$ cat src/rtl/uart_tx_arbiter.sv
// uart_tx_arbiter
// Shares one UART transmit line between NUM_REQ requesters. Picks one requester per frame in
// round-robin order, latches its byte and sends it as 8N1 (start, DATA_WIDTH data bits LSB
// first, stop). Each bit lasts exactly one enb_tx baud tick.
//
// Ports
//   clock       system clock, all logic on posedge
//   reset       synchronous, active-high; aborts any frame in progress
//   enb_tx      one-cycle baud tick, one tick per bit period
//   req         req[i]: requester i has a byte ready, held until grant[i]
//   data_in     byte i at data_in[i*DATA_WIDTH +: DATA_WIDTH]
//   grant       one-hot, one-cycle pulse: byte i accepted
//   tx          serial line, idle high
//   busy        high from the grant cycle until the frame ends
//   active_id   index of the requester being served, valid while busy
//   frame_done  one-cycle pulse when the stop bit completes
module uart_tx_arbiter #(
  parameter int unsigned NUM_REQ    = 4,
  parameter int unsigned DATA_WIDTH = 8,
  parameter int unsigned ID_W       = 2
) (
  input  logic                          clock,
  input  logic                          reset,
  input  logic                          enb_tx,
  input  logic [NUM_REQ-1:0]            req,
  input  logic [NUM_REQ*DATA_WIDTH-1:0] data_in,
  output logic [NUM_REQ-1:0]            grant,
  output logic                          tx,
  output logic                          busy,
  output logic [ID_W-1:0]               active_id,
  output logic                          frame_done
);

  localparam int unsigned CntW = $clog2(DATA_WIDTH + 1);

  typedef enum logic [2:0] {
    StIdle,
    StLoad,
    StStart,
    StData,
    StStop
  } state_e;

  state_e                state_q;
  logic [DATA_WIDTH-1:0] shift_q;
  logic [CntW-1:0]       bit_cnt_q;
  logic [ID_W-1:0]       rr_ptr_q;

  // Round-robin winner search: offset k from rr_ptr_q, first set request wins.
  logic                  win_valid;
  logic [ID_W-1:0]       win_id;
  logic [ID_W-1:0]       win_next;
  logic [NUM_REQ-1:0]    win_onehot;
  logic [DATA_WIDTH-1:0] win_data;

  always_comb begin
    int unsigned pos;
    win_valid  = 1'b0;
    win_id     = '0;
    win_next   = '0;
    win_onehot = '0;
    win_data   = '0;
    pos        = 0;
    for (int unsigned k = 0; k < NUM_REQ; k++) begin
      pos = 32'(rr_ptr_q) + k;
      if (pos >= NUM_REQ) begin
        pos = pos - NUM_REQ;
      end
      for (int unsigned i = 0; i < NUM_REQ; i++) begin
        if (!win_valid && req[i] && (i == pos)) begin
          win_valid     = 1'b1;
          win_id        = ID_W'(i);
          win_onehot[i] = 1'b1;
          win_data      = data_in[i*DATA_WIDTH +: DATA_WIDTH];
          win_next      = (i == NUM_REQ - 1) ? '0 : ID_W'(i + 1);
        end
      end
    end
  end

  always_ff @(posedge clock) begin
    if (reset) begin
      state_q    <= StIdle;
      shift_q    <= '0;
      bit_cnt_q  <= '0;
      rr_ptr_q   <= '0;
      tx         <= 1'b1;
      grant      <= '0;
      busy       <= 1'b0;
      active_id  <= '0;
      frame_done <= 1'b0;
    end else begin
      grant      <= '0;
      frame_done <= 1'b0;
      case (state_q)
        // enb_tx is deliberately ignored here so the start bit is aligned to a later tick.
        StIdle: begin
          tx <= 1'b1;
          if (win_valid) begin
            shift_q   <= win_data;
            bit_cnt_q <= '0;
            grant     <= win_onehot;
            active_id <= win_id;
            busy      <= 1'b1;
            rr_ptr_q  <= win_next;
            state_q   <= StLoad;
          end
        end
        StLoad: begin
          if (enb_tx) begin
            tx      <= 1'b0;
            state_q <= StStart;
          end
        end
        StStart: begin
          if (enb_tx) begin
            tx        <= shift_q[0];
            shift_q   <= {1'b0, shift_q[DATA_WIDTH-1:1]};
            bit_cnt_q <= CntW'(1);
            state_q   <= StData;
          end
        end
        // bit_cnt_q counts data bits already on the line; the last one is followed by stop.
        StData: begin
          if (enb_tx) begin
            if (bit_cnt_q == CntW'(DATA_WIDTH)) begin
              tx      <= 1'b1;
              state_q <= StStop;
            end else begin
              tx        <= shift_q[0];
              shift_q   <= {1'b0, shift_q[DATA_WIDTH-1:1]};
              bit_cnt_q <= bit_cnt_q + CntW'(1);
            end
          end
        end
        StStop: begin
          if (enb_tx) begin
            busy       <= 1'b0;
            frame_done <= 1'b1;
            state_q    <= StIdle;
          end
        end
        default: begin
          tx      <= 1'b1;
          busy    <= 1'b0;
          state_q <= StIdle;
        end
      endcase
    end
  end

endmodule

$ cat config.mk
export PLATFORM = sky130hd
export DESIGN_NAME = uart_tx_arbiter
export DESIGN_NICKNAME = d
export VERILOG_FILES = /design/src/rtl/uart_tx_arbiter.sv
export SDC_FILE = /design/constraint.sdc
export NUM_CORES = 1
export LEC_CHECK = 0
export BUFFER_PORTS_ARGS = -buffer_cell sky130_fd_sc_hd__buf_2
export CAP_MARGIN = 25
export CORE_ASPECT_RATIO = 0.75
export CORE_MARGIN = 2
export CORE_UTILIZATION = 30
export CTS_BUF_LIST = sky130_fd_sc_hd__clkbuf_4
export CTS_CLUSTER_DIAMETER = 40
export CTS_CLUSTER_SIZE = 40
export DETAILED_ROUTE_END_ITERATION = 6
export PLACE_DENSITY = 0.54
export RECOVER_POWER = 100
export REMOVE_ABC_BUFFERS = 1
export SLEW_MARGIN = 25
export SYNTH_ARGS = -nofsm -noshare
export SYNTH_HDL_FRONTEND = slang
export SYNTH_SLANG_ARGS = --single-unit
export TNS_END_PERCENT = 20
$ cat constraint.sdc
create_clock -name clock -period 2.85 [get_ports clock]
set_input_delay 0.57 -clock clock [delete_from_list [all_inputs] [get_ports clock]]
set_output_delay 0.57 -clock clock [all_outputs]
set_load 0.02 [all_outputs]
==> results.cfg, run 1 <==
[yosys]
synth_area_leaders = dfxtp_1 (21%), nor2_1 (6.7%), a21oi_1 (6.5%)
synth_cell_types = 63
yosys_warnings = 0
avgSynthCellArea_um2 = 6.94
synth_cells = 353
synth_top_area_cell = dfxtp_1
seq_area_frac_synth_pct = 21.3
synth_top_cell_area_share_pct = 21.3
synthTopCellsByCount = nor2_1 (44), nand2_1 (34), a21oi_1 (32)
synthFlopType = dfxtp_1
ys_seq_elements = 26
netlist_area_um2 = 2450
synth_edf_count = 0
synth.most_common_cell = nor2_1
postSynth.asyncResetShare_pct = 0

[power]
ir_worst_vdd_v = 0.000312
power.internal_w = 0.000724
power_density_nw_per_um2 = 402
p_total_w = 0.00115
switching_share_pct = 37.2
clkPwrFrac_pct = 22.4
cellLeakagePower_nw = 1.08
comb_power_share_pct = 39.7
netSwitchingPower_w = 0.000429
seqPwrFrac_pct = 38.0

[timing]
hold_violations = 0
rsz0062_at_grt = no
worst_pin_slew_ns = 0.747
fmax_ghz = 0.402
fin_crit_sh_pct = 87.2
slew_violations = 0
fin_tns_setup_ns = 0
setup_violations = 0
period_needed_ns = 2.48
maxSlewHeadroom_pct = 49.5
finClkSkew_ns = 0.0149

[placed_design]
place_area_um2 = 2830
portBuffers = 47
gp_congestion = 0.912
dp_cells = 495
hpwl_um = 7050

[worst_setup_path]
critPathKind = in -> reg
crit_buf_inv = 1
worst_path_most_repeated_cell = or4_1
cp_top_family = simple AND/OR/NAND/NOR gates
rrSetupSlack_ns = 0.52
r2r_end = shift_q[6]
ff2ff_path_depth = 6
worstPathMaxFanout = 15
crit_path_start_kind = input pin
cp_num_cells = 6
max_stage_delay_ns = 0.67
crit_path_end = shift_q[0]
startpoint = req[1]
slowest_stage = or4_1
r2r_start = rr_ptr_q[1]
cp-end-kind = register
required_ns = 3.13
crit_chain = clkbuf_1 > or4_1 > nand2_1 > or4_1 > or3_1 > o21ai_1
cp.arrival_ns = 2.77

[global_route]
grt_overflow = 0
grt_pass1_wl_um = 14500
track_usage_pct = 20.8
grt_pass1_vias = 2825
antenna_found_initial = 0
grt_max_degree = 24

[drt]
routed_wl_um = 9230
vias = 3057
post-route-drc-count = 0
vias_per_cell = 6.13
firstDrtPassIters = 6
ant_nets = 0
dr.first_iter.drc_count = 324
wl_per_cell_um = 18.5

[die]
die_area_um2 = 8910
core_um2 = 7920
rows = 28
io_pins = 48
die_w_um = 108
initial_core_util_pct = 30.9
fp.dieH_um = 82.2

[worst_hold_path]
hp-class = reg -> reg

[clock_network]
clock_path_buffers = 2
path_clk_slew_ns = 0.16
cts_tree = built
numCtsBuffers = 3
clock_latency_ns = 0.33
cts_root_buf = clkbuf_4
cts_resized = 0
cts_setup_buffers = 0
clkSinkCount = 26
postCtsHoldBufs = 0
cts_max_level = 1

[finish]
fin_nets = 436
layoutNonFillerInstCount = 499
area_delta_synth_final_pct = 17.3
stdcell_area_um2 = 2870
post-route-util_pct = 36.3
antennaDiodeCount = 0
drive_gt1_share_pct = 17.3
fillerInstances = 892

[outcome]
status = finished clean

[flow_run]
cap_violations = 0
## metal layers
layer  GRT usage (%)  vias to the layer above  share of wire, %
met5               0                        -                 0
met4            3.97                        0              0.78
met3            6.04                       12                13
met2            30.6                      191                41
met1            30.2                     1411                46
li1                -                     1443                 -
## cells in the final DEF (no fill, tap or decap), types with 4 or more instances in the layout
master / Yosys / final
o22ai_1: 12 / 12
and3_1: 4 / 4
dfxtp_1: 26 / 26
buf_4: 0 / 19
nor3_1: 8 / 8
o21ai_1: 8 / 6
a211oi_1: 7 / 7
nor4_1: 5 / 5
o21ai_0: 11 / 13
buf_2: 2 / 37
inv_1: 9 / 9
a221oi_1: 5 / 5
nand4b_1: 4 / 4
o221ai_1: 4 / 4
nor3b_1: 4 / 4
nor2_1: 44 / 44
a31oi_1: 4 / 4
a32oi_1: 8 / 8
a22oi_1: 11 / 11
clkbuf_1: 24 / 10
o211ai_1: 6 / 6
and3b_1: 4 / 4
nand3_1: 10 / 10
nand2_1: 34 / 34
a21oi_1: 32 / 32
nor2b_1: 7 / 7
## how the worst min path moves through the flow
stage               slack (ns)  cells past startpoint          from           end
finish                    0.52                      2  active_id[1]  active_id[1]
global route              0.53                      3        enb_tx    frame_done
CTS                       0.51                      3        enb_tx    frame_done
detailed placement        0.50                      2    shift_q[6]    shift_q[6]
global placement          0.49                      2    shift_q[6]    shift_q[6]
floorplan                 0.45                      2    shift_q[6]    shift_q[6]
## state kept, by name (all words and copies together), names as in the netlist, 2 cells and up
register,cells
rr_ptr_q,2
bit_cnt_q,4
active_id,2
state_q,3
shift_q,8
grant,4
## stage by stage
stage,setup WS [ns],hold slack [ns]
detailed placement,0.292,0.497
CTS,0.516,0.510
floorplan,0.580,0.455
global route,0.214,0.527
global placement,0.382,0.487
finish,0.365,0.522
## power groups by stage
| stage | clock, W | combinational (W) | sequential (W) |
|---|---|---|---|
| CTS | 0.000266 | 0.000452 | 0.000436 |
| floorplan | 0 | 0.000239 | 0.000455 |
| detailed placement | 0 | 0.000450 | 0.000443 |
| global route | 0.000278 | 0.000501 | 0.000443 |
| global placement | 0 | 0.000447 | 0.000443 |
| finish | 0.000258 | 0.000458 | 0.000438 |
## cells by family after synthesis
logic type / share of synthesized area, %
XOR/XNOR: 0.716
adder cells (fa/ha/maj): 1.02
AO/OA/AOI/OAI: 36.9
flip-flops: 21.3
buffers and inverters: 6.69
AND/OR/NAND/NOR: 31.1
multiplexers: 2.25
## area by class of cell
| class | instances | area, um2 | share of cell area, % |
|---|---|---|---|
| multi-input combinational | 288 | 1760 | 61.4 |
| sequential | 26 | 520 | 18.1 |
| timing repair buffer | 66 | 365 | 12.7 |
| tap | 105 | 131 | 4.58 |
| inverter | 10 | 37.5 | 1.31 |
| clock inverter | 1 | 30.0 | 1.05 |
| clock buffer | 3 | 22.5 | 0.784 |
## worst reg2reg max path, stage by stage, from the launching register on
cell       delay (ns)
dfxtp_1          0.74
inv_2            0.06
buf_4            0.19
nor4b_1          0.68
a2111oi_0        0.26
buf_4            0.19
o21ai_0          0.15
Power figures use the tool's default switching activity.
==> inputs of run 2 (changes only) <==
--- a/config.mk
+++ b/config.mk
@@ -14,7 +14,7 @@
 export CTS_CLUSTER_DIAMETER = 40
 export CTS_CLUSTER_SIZE = 40
 export DETAILED_ROUTE_END_ITERATION = 6
-export PLACE_DENSITY = 0.54
+export GPL_TIMING_DRIVEN = 0
 export RECOVER_POWER = 100
 export REMOVE_ABC_BUFFERS = 1
 export SLEW_MARGIN = 25
==> run 2 against run 1 <==
Net effect:
- final area down 4.9%
- sequential share of layout area up 1.0 points
- worst hold slack worse by 0.0092 ns
- clock skew down 0.0079 ns
- clock power about the same
- maximum frequency down 3.9%
- sequential power up 4%
- non-clock buffer count down 19
- utilization down 1.8 points
- clock-buffer cell count unchanged
- global-route usage down 1.6 points
- register-to-register slack worse by 0.24 ns
- critical path type unchanged
- critical endpoint is now shift_q[6]
- largest cell class unchanged
- largest power group is now registers
==> results.cfg, run 2 (same netlist as run 1, synthesis figures left out) <==
[outcome]
status = finished clean

[worst_setup_path]
r2r_end = shift_q[2]
cp-end-kind = register
ff2ff_path_depth = 6
critPathKind = in -> reg
r2r_start = rr_ptr_q[1]
rrSetupSlack_ns = 0.28
worstPathMaxFanout = 27
cp.arrival_ns = 2.80
required_ns = 3.07
crit_path_start_kind = input pin

[placed_design]
portBuffers = 47
hpwl_um = 5940
place_area_um2 = 2690
dp_slack_ns = -0.157
gp_congestion = 0.894

[finish]
final_cell_mix = nor2_1 (44), buf_2 (38), nand2_1 (34)
area_delta_synth_final_pct = 11.5
post-route-util_pct = 34.5
fillerInstances = 888
top_register = shift_q
stdcell_area_um2 = 2730
drive_gt1_share_pct = 13.6
multi_input_area_um2 = 1760
fin_nets = 417
seqCellArea_um2 = 523
largestRegisters = shift_q: 8 flops, bit_cnt_q: 4 flops, grant: 4 flops
final_common_cell = nor2_1
largest_reg_flops = 8
antennaDiodeCount = 0

[global_route]
antenna_found_initial = 0
track_usage_pct = 19.2
grt_overflow = 0
grt_pass1_wl_um = 13800
grt_pass1_vias = 2698
grt_max_degree = 34

[drt]
post-route-drc-count = 0
vias = 2937
routed_wl_um = 8120
dr.first_iter.drc_count = 346
firstDrtPassIters = 6
vias_per_cell = 6.12
ant_nets = 0
wl_per_cell_um = 16.9

[clock_network]
clock_path_buffers = 2
numCtsBuffers = 3
clock_latency_ns = 0.33
clkSinkCount = 26
path_clk_slew_ns = 0.15
cts_root_buf = clkbuf_4
cts_max_level = 1
cts_tree = built

[timing]
worst_pin_slew_ns = 0.787
slew_violations = 0
period_needed_ns = 2.59
finClkSkew_ns = 0.00696
setup_violations = 0
maxSlewHeadroom_pct = 47.0
fmax_ghz = 0.387
fin_crit_sh_pct = 90.7
hold_violations = 0
rsz0062_at_grt = no
setup_slack_ns = 0.265

[die]
initial_core_util_pct = 30.9
rows = 28
core_um2 = 7920
die_area_um2 = 8910
die_w_um = 108
io_pins = 48
fp.dieH_um = 82.2

[power]
ir_worst_vdd_v = 0.000212
power_density_nw_per_um2 = 405
cellLeakagePower_nw = 0.990

[worst_hold_path]
min_to = active_id[1]
hp-class = reg -> reg
hold_depth = 2
hp-start = active_id[1]

[flow_run]
cap_violations = 0
## run 2: worst max-delay path by stage
| stage | startpoint | endpoint | slack [ns] | depth (start not counted) |
|---|---|---|---|---|
| final | req[0] | shift_q[6] | 0.26 | 7 |
| after global routing | req[0] | shift_q[1] | 0.08 | 7 |
| after CTS | rr_ptr_q[0] | shift_q[6] | 0.13 | 6 |
| after detailed placement | rr_ptr_q[1] | shift_q[6] | -0.16 | 6 |
| after global placement | rr_ptr_q[1] | shift_q[6] | -0.15 | 6 |
| after floorplan | rr_ptr_q[1] | shift_q[2] | 0.58 | 6 |
## run 2: final cells by class
cell class                 instances  area share, %
multi-input combinational        288           64.5
sequential                        26           19.2
timing repair buffer              47           8.20
tap                              105           4.81
inverter                          10           1.37
clock inverter                     1           1.10
clock buffer                       3          0.825
## run 2: stage by stage
stage / hold slack (ns) / cells / setup TNS (ns) / total power [W]
2_1_floorplan: 0.455 / 324 / 0 / 0.000695
6_report: 0.513 / 480 / 0 / 0.00111
3_5_place_dp: 0.496 / 476 / -0.157 / 0.000849
3_3_place_gp: 0.476 / 476 / -0.150 / 0.000844
4_1_cts: 0.515 / 480 / 0 / 0.00111
5_1_grt: 0.517 / 480 / 0 / 0.00118
## run 2: worst max-delay path, cell delays in order
cell and delay [ns]:
buf_2 0.25, or4_1 0.65, mux2_1 0.38, nand3_1 0.51, nor4_1 0.13, a211oi_1 0.20
o21ai_1 0.10
## run 2: timing repair
| item | 4_1_cts | 5_1_grt |
|---|---|---|
| hold endpoints to repair | 0 | 0 |
| hold buffers | 0 | 0 |
| pin swaps | 0 | 0 |
| setup buffers | 0 | 0 |
| cloned | 0 | 0 |
| gates resized for setup | 1 | 1 |
| endpoints found under the setup margin | 4 | 1 |
## run 2: metal layers
layer  vias to the layer above  GRT usage, %  wire length [um]
met4                         0          2.05                52
met5                         -             0                 0
li1                       1397             -                 -
met3                         8          4.00               934
met2                       175          28.2              3290
met1                      1357          29.5              3850
## run 2: report_power, final
group	leakage, nW	internal [W]	switching (W)
registers	0.214	0.000400	0.0000553
clock network	0.0279	0.000142	0.000116
logic	0.748	0.000152	0.000240
total	0.990	0.000695	0.000412
